[src/rtl/divider_seq_pkg.sv]
// -----------------------------------------------------------------------------
// divider_seq_pkg
//   Shared definitions for the sequential divider: state encoding, the
//   default datapath width, and the fixed results returned for the two
//   operand combinations that skip the iteration loop.
//   No ports; imported by divider_seq and divider_seq_div_step.
// -----------------------------------------------------------------------------
package divider_seq_pkg;

    // Default datapath width; it is also the number of CALC iterations.
    localparam int DIV_WIDTH = 32;

    // FSM state encoding (legacy-compatible plain constants).
    localparam logic [1:0] IDLE = 2'd0;
    localparam logic [1:0] CALC = 2'd1;
    localparam logic [1:0] FIX  = 2'd2;
    localparam logic [1:0] DONE = 2'd3;

    // Quotient returned when dividing by zero.
    localparam logic [DIV_WIDTH-1:0] DIV_ZERO_QUOTIENT = {DIV_WIDTH{1'b1}};

    // Most negative two's-complement value; MIN / -1 overflows.
    localparam logic [DIV_WIDTH-1:0] SIGNED_MIN = {1'b1, {(DIV_WIDTH-1){1'b0}}};

endpackage : divider_seq_pkg

[src/rtl/divider_seq_div_step.sv]
// -----------------------------------------------------------------------------
// divider_seq_div_step
//   One radix-2 restoring-division step, purely combinational.
//   The partial remainder is shifted left with the next dividend bit, and
//   the divisor is trial-subtracted over WIDTH+1 bits. The subtraction is a
//   carry-lookahead adder (a + ~b + 1) built in 4-bit lookahead groups; its
//   carry-out is 1 exactly when the difference is non-negative.
//
//   Ports:
//     rem_in    [WIDTH-1:0]  partial remainder (always < divisor)
//     dvd_bit                next dividend bit shifted in at the LSB
//     divisor   [WIDTH-1:0]  magnitude of the divisor (non-zero)
//     rem_next  [WIDTH-1:0]  partial remainder after this step
//     q_bit                  quotient bit produced by this step
// -----------------------------------------------------------------------------
module divider_seq_div_step
    import divider_seq_pkg::*;
#(
    parameter int WIDTH = DIV_WIDTH
) (
    input  logic [WIDTH-1:0] rem_in,
    input  logic             dvd_bit,
    input  logic [WIDTH-1:0] divisor,
    output logic [WIDTH-1:0] rem_next,
    output logic             q_bit
);

    localparam int N  = WIDTH + 1;      // trial-subtraction width
    localparam int GS = 4;              // lookahead group size
    localparam int NG = (N + GS - 1) / GS;

    logic [N-1:0] a;       // shifted partial remainder
    logic [N-1:0] b;       // inverted, zero-extended divisor
    logic [N-1:0] g;       // bit generate
    logic [N-1:0] p;       // bit propagate
    logic [N:0]   c;       // carry into each bit, c[N] = carry-out
    logic [WIDTH-1:0] diff_lo;

    assign a = {rem_in, dvd_bit};
    assign b = ~{1'b0, divisor};
    assign g = a & b;
    assign p = a ^ b;

    // Within a group each carry is a flat sum-of-products of the group's
    // generate/propagate terms and the group carry-in; groups are chained.
    always_comb begin
        logic cin_grp;
        logic gen;
        logic prop;
        int   hi;
        c       = '0;
        c[0]    = 1'b1;            // +1 completes the two's-complement negate
        cin_grp = 1'b1;
        gen     = 1'b0;
        prop    = 1'b1;
        hi      = 0;
        for (int k = 0; k < NG; k++) begin
            for (int j = 0; j < GS; j++) begin
                if (k * GS + j < N) begin
                    gen  = 1'b0;
                    prop = 1'b1;
                    for (int m = k * GS + j; m >= k * GS; m--) begin
                        gen  = gen | (prop & g[m]);
                        prop = prop & p[m];
                    end
                    c[k * GS + j + 1] = gen | (prop & cin_grp);
                end
            end
            hi      = ((k + 1) * GS < N) ? (k + 1) * GS : N;
            cin_grp = c[hi];
        end
    end

    // The kept difference is always below the divisor, so its top bit is
    // zero and only the low WIDTH bits need a sum.
    assign diff_lo  = p[WIDTH-1:0] ^ c[WIDTH-1:0];
    assign q_bit    = c[N];
    // On restore the shifted value is below the divisor, so a[WIDTH] is 0.
    assign rem_next = q_bit ? diff_lo : a[WIDTH-1:0];

endmodule : divider_seq_div_step

[src/rtl/divider_seq.sv]
// -----------------------------------------------------------------------------
// divider_seq
//   Iterative radix-2 restoring divider, one quotient bit per cycle.
//   Signed operation divides magnitudes and fixes signs in one extra cycle
//   (truncating division: remainder takes the sign of the dividend).
//   Divide-by-zero and signed MIN/-1 are resolved at accept time.
//
//   Ports:
//     clk, rst_n             clock, asynchronous active-low reset
//     in_valid / in_ready    operand handshake (ready only in IDLE)
//     x, y                   dividend, divisor
//     is_signed              1 = two's-complement operands
//     out_valid / out_ready  result handshake (valid only in DONE)
//     quotient, remainder    registered results, stable while out_valid
//     div_by_zero            set with a y==0 result, qualified by out_valid
// -----------------------------------------------------------------------------
module divider_seq
    import divider_seq_pkg::*;
#(
    parameter int WIDTH = DIV_WIDTH
) (
    input  logic             clk,
    input  logic             rst_n,
    input  logic             in_valid,
    output logic             in_ready,
    input  logic [WIDTH-1:0] x,
    input  logic [WIDTH-1:0] y,
    input  logic             is_signed,
    output logic             out_valid,
    input  logic             out_ready,
    output logic [WIDTH-1:0] quotient,
    output logic [WIDTH-1:0] remainder,
    output logic             div_by_zero
);

    localparam int CW = (WIDTH > 1) ? $clog2(WIDTH) : 1;
    localparam logic [CW-1:0]    LAST_ITER = CW'(WIDTH - 1);
    localparam logic [WIDTH-1:0] ALL_ONES  = {WIDTH{1'b1}};
    localparam logic [WIDTH-1:0] MIN_NEG   = {1'b1, {(WIDTH-1){1'b0}}};

    logic [1:0]       state;
    logic [CW-1:0]    cnt;
    logic [WIDTH-1:0] prem;     // partial remainder
    logic [WIDTH-1:0] dvd;      // dividend bits out the top, quotient bits in
    logic [WIDTH-1:0] dsr;      // divisor magnitude
    logic             q_neg;
    logic             r_neg;

    // Operand sign decode and magnitudes, used only on accept.
    logic             sx;
    logic             sy;
    logic [WIDTH-1:0] ax;
    logic [WIDTH-1:0] ay;
    logic             ovf;

    assign sx  = is_signed & x[WIDTH-1];
    assign sy  = is_signed & y[WIDTH-1];
    assign ax  = sx ? -x : x;
    assign ay  = sy ? -y : y;
    assign ovf = is_signed && (x == MIN_NEG) && (y == ALL_ONES);

    // Single restoring step on the current registers.
    logic [WIDTH-1:0] step_rem;
    logic             step_q;

    divider_seq_div_step #(
        .WIDTH (WIDTH)
    ) u_div_step (
        .rem_in   (prem),
        .dvd_bit  (dvd[WIDTH-1]),
        .divisor  (dsr),
        .rem_next (step_rem),
        .q_bit    (step_q)
    );

    // Handshake outputs decode registered state only.
    assign in_ready  = (state == IDLE);
    assign out_valid = (state == DONE);

    always_ff @(posedge clk or negedge rst_n) begin
        if (!rst_n) begin
            state       <= IDLE;
            cnt         <= '0;
            prem        <= '0;
            dvd         <= '0;
            dsr         <= '0;
            q_neg       <= 1'b0;
            r_neg       <= 1'b0;
            quotient    <= '0;
            remainder   <= '0;
            div_by_zero <= 1'b0;
        end else begin
            case (state)
                IDLE: begin
                    if (in_valid) begin
                        dvd   <= ax;
                        dsr   <= ay;
                        q_neg <= sx ^ sy;
                        r_neg <= sx;
                        if (y == '0) begin
                            quotient    <= ALL_ONES;
                            remainder   <= x;
                            div_by_zero <= 1'b1;
                            state       <= DONE;
                        end else if (ovf) begin
                            // MIN / -1 wraps back to MIN with no remainder.
                            quotient  <= MIN_NEG;
                            remainder <= '0;
                            state     <= DONE;
                        end else begin
                            prem  <= '0;
                            cnt   <= '0;
                            state <= CALC;
                        end
                    end
                end
                CALC: begin
                    prem <= step_rem;
                    dvd  <= {dvd[WIDTH-2:0], step_q};
                    cnt  <= cnt + CW'(1);
                    if (cnt == LAST_ITER) begin
                        state <= FIX;
                    end
                end
                FIX: begin
                    quotient  <= q_neg ? -dvd  : dvd;
                    remainder <= r_neg ? -prem : prem;
                    state     <= DONE;
                end
                DONE: begin
                    // Return to IDLE only; a new accept needs a fresh cycle.
                    if (out_ready) begin
                        div_by_zero <= 1'b0;
                        state       <= IDLE;
                    end
                end
                default: begin
                    state <= IDLE;
                end
            endcase
        end
    end

endmodule : divider_seq

[config.mk]
export PLATFORM = sky130hd
export DESIGN_NAME = divider_seq
export DESIGN_NICKNAME = d
export VERILOG_FILES = /design/src/rtl/divider_seq_pkg.sv /design/src/rtl/divider_seq_div_step.sv /design/src/rtl/divider_seq.sv
export SDC_FILE = /design/constraint.sdc
export NUM_CORES = 1
export LEC_CHECK = 0
export ABC_AREA = 1
export CORE_ASPECT_RATIO = 0.8
export CORE_MARGIN = 2
export CORE_UTILIZATION = 55
export DETAILED_ROUTE_END_ITERATION = 12
export MAX_ROUTING_LAYER = met4
export PLACE_DENSITY = 0.76
export RECOVER_POWER = 100
export SYNTH_ARGS = -nofsm -noshare
export SYNTH_HDL_FRONTEND = slang
export SYNTH_SLANG_ARGS = --single-unit
[constraint.sdc]
create_clock -name clk -period 7.9 [get_ports clk]
set_input_delay 1.58 -clock clk [delete_from_list [all_inputs] [get_ports clk]]
set_output_delay 1.58 -clock clk [all_outputs]
set_load 0.02 [all_outputs]
==> impl_metrics.env <==
export IMPL_status="finished with violations"
export IMPL_failed_checks="max-capacitance violations, max-slew violations"
export IMPL_maxCapViolations=4
export IMPL_p_leak_nw=6.861
export IMPL_startpoint="in_valid"
export IMPL_floorplan_core_area_um2=21620
export IMPL_initial_core_util=0.5621
export IMPL_fillers=1980
export IMPL_postCtsSetupRepairBufs=0
export IMPL_numClockSinks=170
export IMPL_hold_buffers=0
export IMPL_postLayoutCellArea_um2=14080
export IMPL_routed_via_density=5.767
export IMPL_root_buffer="clkbuf_16"
export IMPL_dr_pass1_iters=5
export IMPL_grt_max_degree=99
export IMPL_synthesis_area_um2=12150
export IMPL_overflow=0
export IMPL_hold_depth=2
export IMPL_critical_path_required_ns=8.22
export IMPL_yosys_warnings=0
export IMPL_crit_path_frequent_cell="o21ai_0"
export IMPL_min_path_type="flop to flop"
export IMPL_cts_tree="done"
export IMPL_synth_ff_type="dfrtp_1"
export IMPL_end_kind="flop"
export IMPL_hold_path_endpoint="quotient[3]$_DFFE_PN0P_"
export IMPL_period_minus_slack_ns=5.501
export IMPL_clock_path_buffers=2
export IMPL_antenna_found_initial=0
export IMPL_crit_chain="dlygate4sd3_1 > nand2_1 > clkbuf_1 > o21ai_0 > nand3_1 > inv_1 > o21ai_0"
export IMPL_cts_buffers=17
export IMPL_hpwl_um=24890
export IMPL_diodes=0
export IMPL_hold_violations=0
export IMPL_regArea_um2=4254
export IMPL_grt_pass1_vias=11106
export IMPL_place_ws_ns=3.175
export IMPL_multi_input_area_um2=6715
export IMPL_ys_seq_area_frac=0.3500
export IMPL_htree_levels=4
export IMPL_drive_above_1_share=0.04440
export IMPL_syn_inst=1701
export IMPL_crit_type="input port to flop"
export IMPL_fin_crit_sh=0.6963
export IMPL_ios=136
export IMPL_die_w_um=170.2
export IMPL_synthArstFlopShare=1.000
export IMPL_cts_resized=0
export IMPL_yosysMostFrequentCell="nand2_1"
export IMPL_drt_iter0_markers=1231
export IMPL_grt_pass1_wl_um=56050
export IMPL_wirelength_um=34480
export IMPL_power_density_nw_per_um2=325.7
export IMPL_rr_startpoint="state[1]$_DFFE_PN0P_"
export IMPL_r2r_slack_ns=3.26
export IMPL_layout_area_overhead_vs_synth_pct=15.88
export IMPL_worst_path_max_fanout=59
export IMPL_fin_setup_tns_ns=0
export IMPL_worstMarginPinSlew_ns=2.157
export IMPL_slowest_stage="clkbuf_1"
export IMPL_ir_worst_vdd_uv=192.1
export IMPL_cpPeakStageDelay_ns=1.53
export IMPL_clock_latency_ns=0.44
export IMPL_gp_congestion=0.9371
export IMPL_r2r_end="prem[19]$_DFFE_PN0P_"
export IMPL_synth_top_area_share=0.3500
export IMPL_ant_nets=0
export IMPL_syn_nets=1821
export IMPL_vias=11979
export IMPL_yosysTopAreaCell="dfrtp_1"
export IMPL_die_area_um2=23310
export IMPL_synth_common_cells="nand2_1, inv_1, o21ai_0, dfrtp_1, nand3_1"
export IMPL_hp_start="quotient[3]$_DFFE_PN0P_"
export IMPL_finClkSkew_ns=0.01258
export IMPL_port_buffers=135
export IMPL_wl_per_cell_um=16.60
export IMPL_syn_area_per_cell_um2=7.145
export IMPL_synth_cell_type_count=53
export IMPL_grt_usage=0.3110
export IMPL_synth_edf_count=0
export IMPL_placed_area_um2=13580
export IMPL_die_h_um=137.0
export IMPL_layout_setup_ws_ns=2.399
export IMPL_ys_ff_latch=170
export IMPL_rr_worst_depth=8
export IMPL_row_count=48
export IMPL_crit_arrival_ns=5.82
export IMPL_finalMaxSlewViolations=201
export IMPL_synth_area_leaders="dfrtp_1, nand2_1, o21ai_0, inv_1, nand3_1"
export IMPL_max_freq_mhz=181.8
export IMPL_max_slew_margin=-0.4378
export IMPL_setup_violations=0
export IMPL_drcViolationCount=0
export IMPL_path_clk_slew_ns=0.07
export IMPL_fin_nets=1910
export IMPL_critPathLaunchType="input port"
export IMPL_rsz0062_at_grt="no"
## power breakdown
group	internal (W)	switching, W	total [W]
combinational	0.000800	0.00151	0.00231
clock	0.000477	0.000381	0.000858
sequential	0.00117	0.000254	0.00142
## placed cells by master (no fill, tap or decap), types with 4 or more instances in the layout
| cell | count |
|---|---|
| o21a_1 | 17 |
| o221ai_1 | 13 |
| dlygate4sd3_1 | 69 |
| o21ai_1 | 10 |
| nor3_1 | 39 |
| buf_4 | 7 |
| nand3_1 | 141 |
| ha_1 | 44 |
| dfrtp_1 | 170 |
| inv_1 | 194 |
| nand2_2 | 4 |
| o21ai_0 | 210 |
| or2_2 | 5 |
| o211ai_1 | 10 |
| xnor2_1 | 15 |
| a31oi_1 | 7 |
| nor2_1 | 113 |
| nand3b_1 | 5 |
| xor2_1 | 46 |
| a21oi_1 | 106 |
| clkdlybuf4s50_1 | 65 |
| inv_2 | 8 |
| nor2_2 | 7 |
| fa_1 | 7 |
| o22ai_1 | 9 |
| nor3_2 | 8 |
| inv_6 | 4 |
| clkbuf_16 | 17 |
| clkbuf_1 | 4 |
| o31ai_1 | 9 |
| nor4_1 | 8 |
| nand2_1 | 373 |
| nand4_1 | 20 |
## sequential cells by signal (all words and copies together) (netlist names)
signal,flops
cnt,5
div_by_zero,1
dsr,32
dvd,32
prem,32
q_neg,1
quotient,32
r_neg,1
remainder,32
state,2
## layer usage
| layer | up-vias | track usage | wire (um) |
|---|---|---|---|
| met5 | - | - | 0 |
| met4 | 0 | 0.08832 | 735 |
| met3 | 51 | 0.04945 | 2785 |
| met2 | 494 | 0.4603 | 15120 |
| met1 | 5603 | 0.4430 | 15840 |
| li1 | 5831 | - | - |
## worst max path at each step
stage	endpoint
global route	prem[14]$_DFFE_PN0P_
finish	prem[19]$_DFFE_PN0P_
detailed placement	remainder[25]$_DFFE_PN0P_
floorplan	cnt[0]$_DFFE_PN0P_
global placement	remainder[25]$_DFFE_PN0P_
CTS	remainder[25]$_DFFE_PN0P_
## critical path: cells and delay by family
family	cells	cell delay, ns
buf+inv	3	2.72
simple gates	2	0.74
compound gates	2	0.76
## cell families after synthesis
logic type | after synthesis | share of synthesized area
buffers and inverters | 280 | 0.09307
AOI/OAI and AO/OA | 403 | 0.1860
DFF | 170 | 0.3500
xor gates and xnor gates | 61 | 0.04396
adders and majority gates | 51 | 0.05683
and+or+nand+nor | 735 | 0.2692
muxes | 1 | 0.0008237
## layout make-up
type | instances | area share
multi-input cells | 1251 | 0.4769
well taps | 275 | 0.02443
repair buffers | 145 | 0.1006
flip-flops and latches | 170 | 0.3021
clock inverters | 12 | 0.009951
inverters | 205 | 0.05464
clock buffers | 19 | 0.03145
## through the flow
stage	power, W	std cells	util	hold slack [ns]
6_report	0.004587	2077	0.6513	0.4720
5_1_grt	0.004957	2077	0.6513	0.4971
4_1_cts	0.004640	2077	0.6550	0.4843
3_5_place_dp	0.003763	2046	0.6281	0.4645
3_3_place_gp	0.003703	2046	0.6281	0.4595
2_1_floorplan	0.003059	1701	-	0.4530
Power figures use the tool's default switching activity.
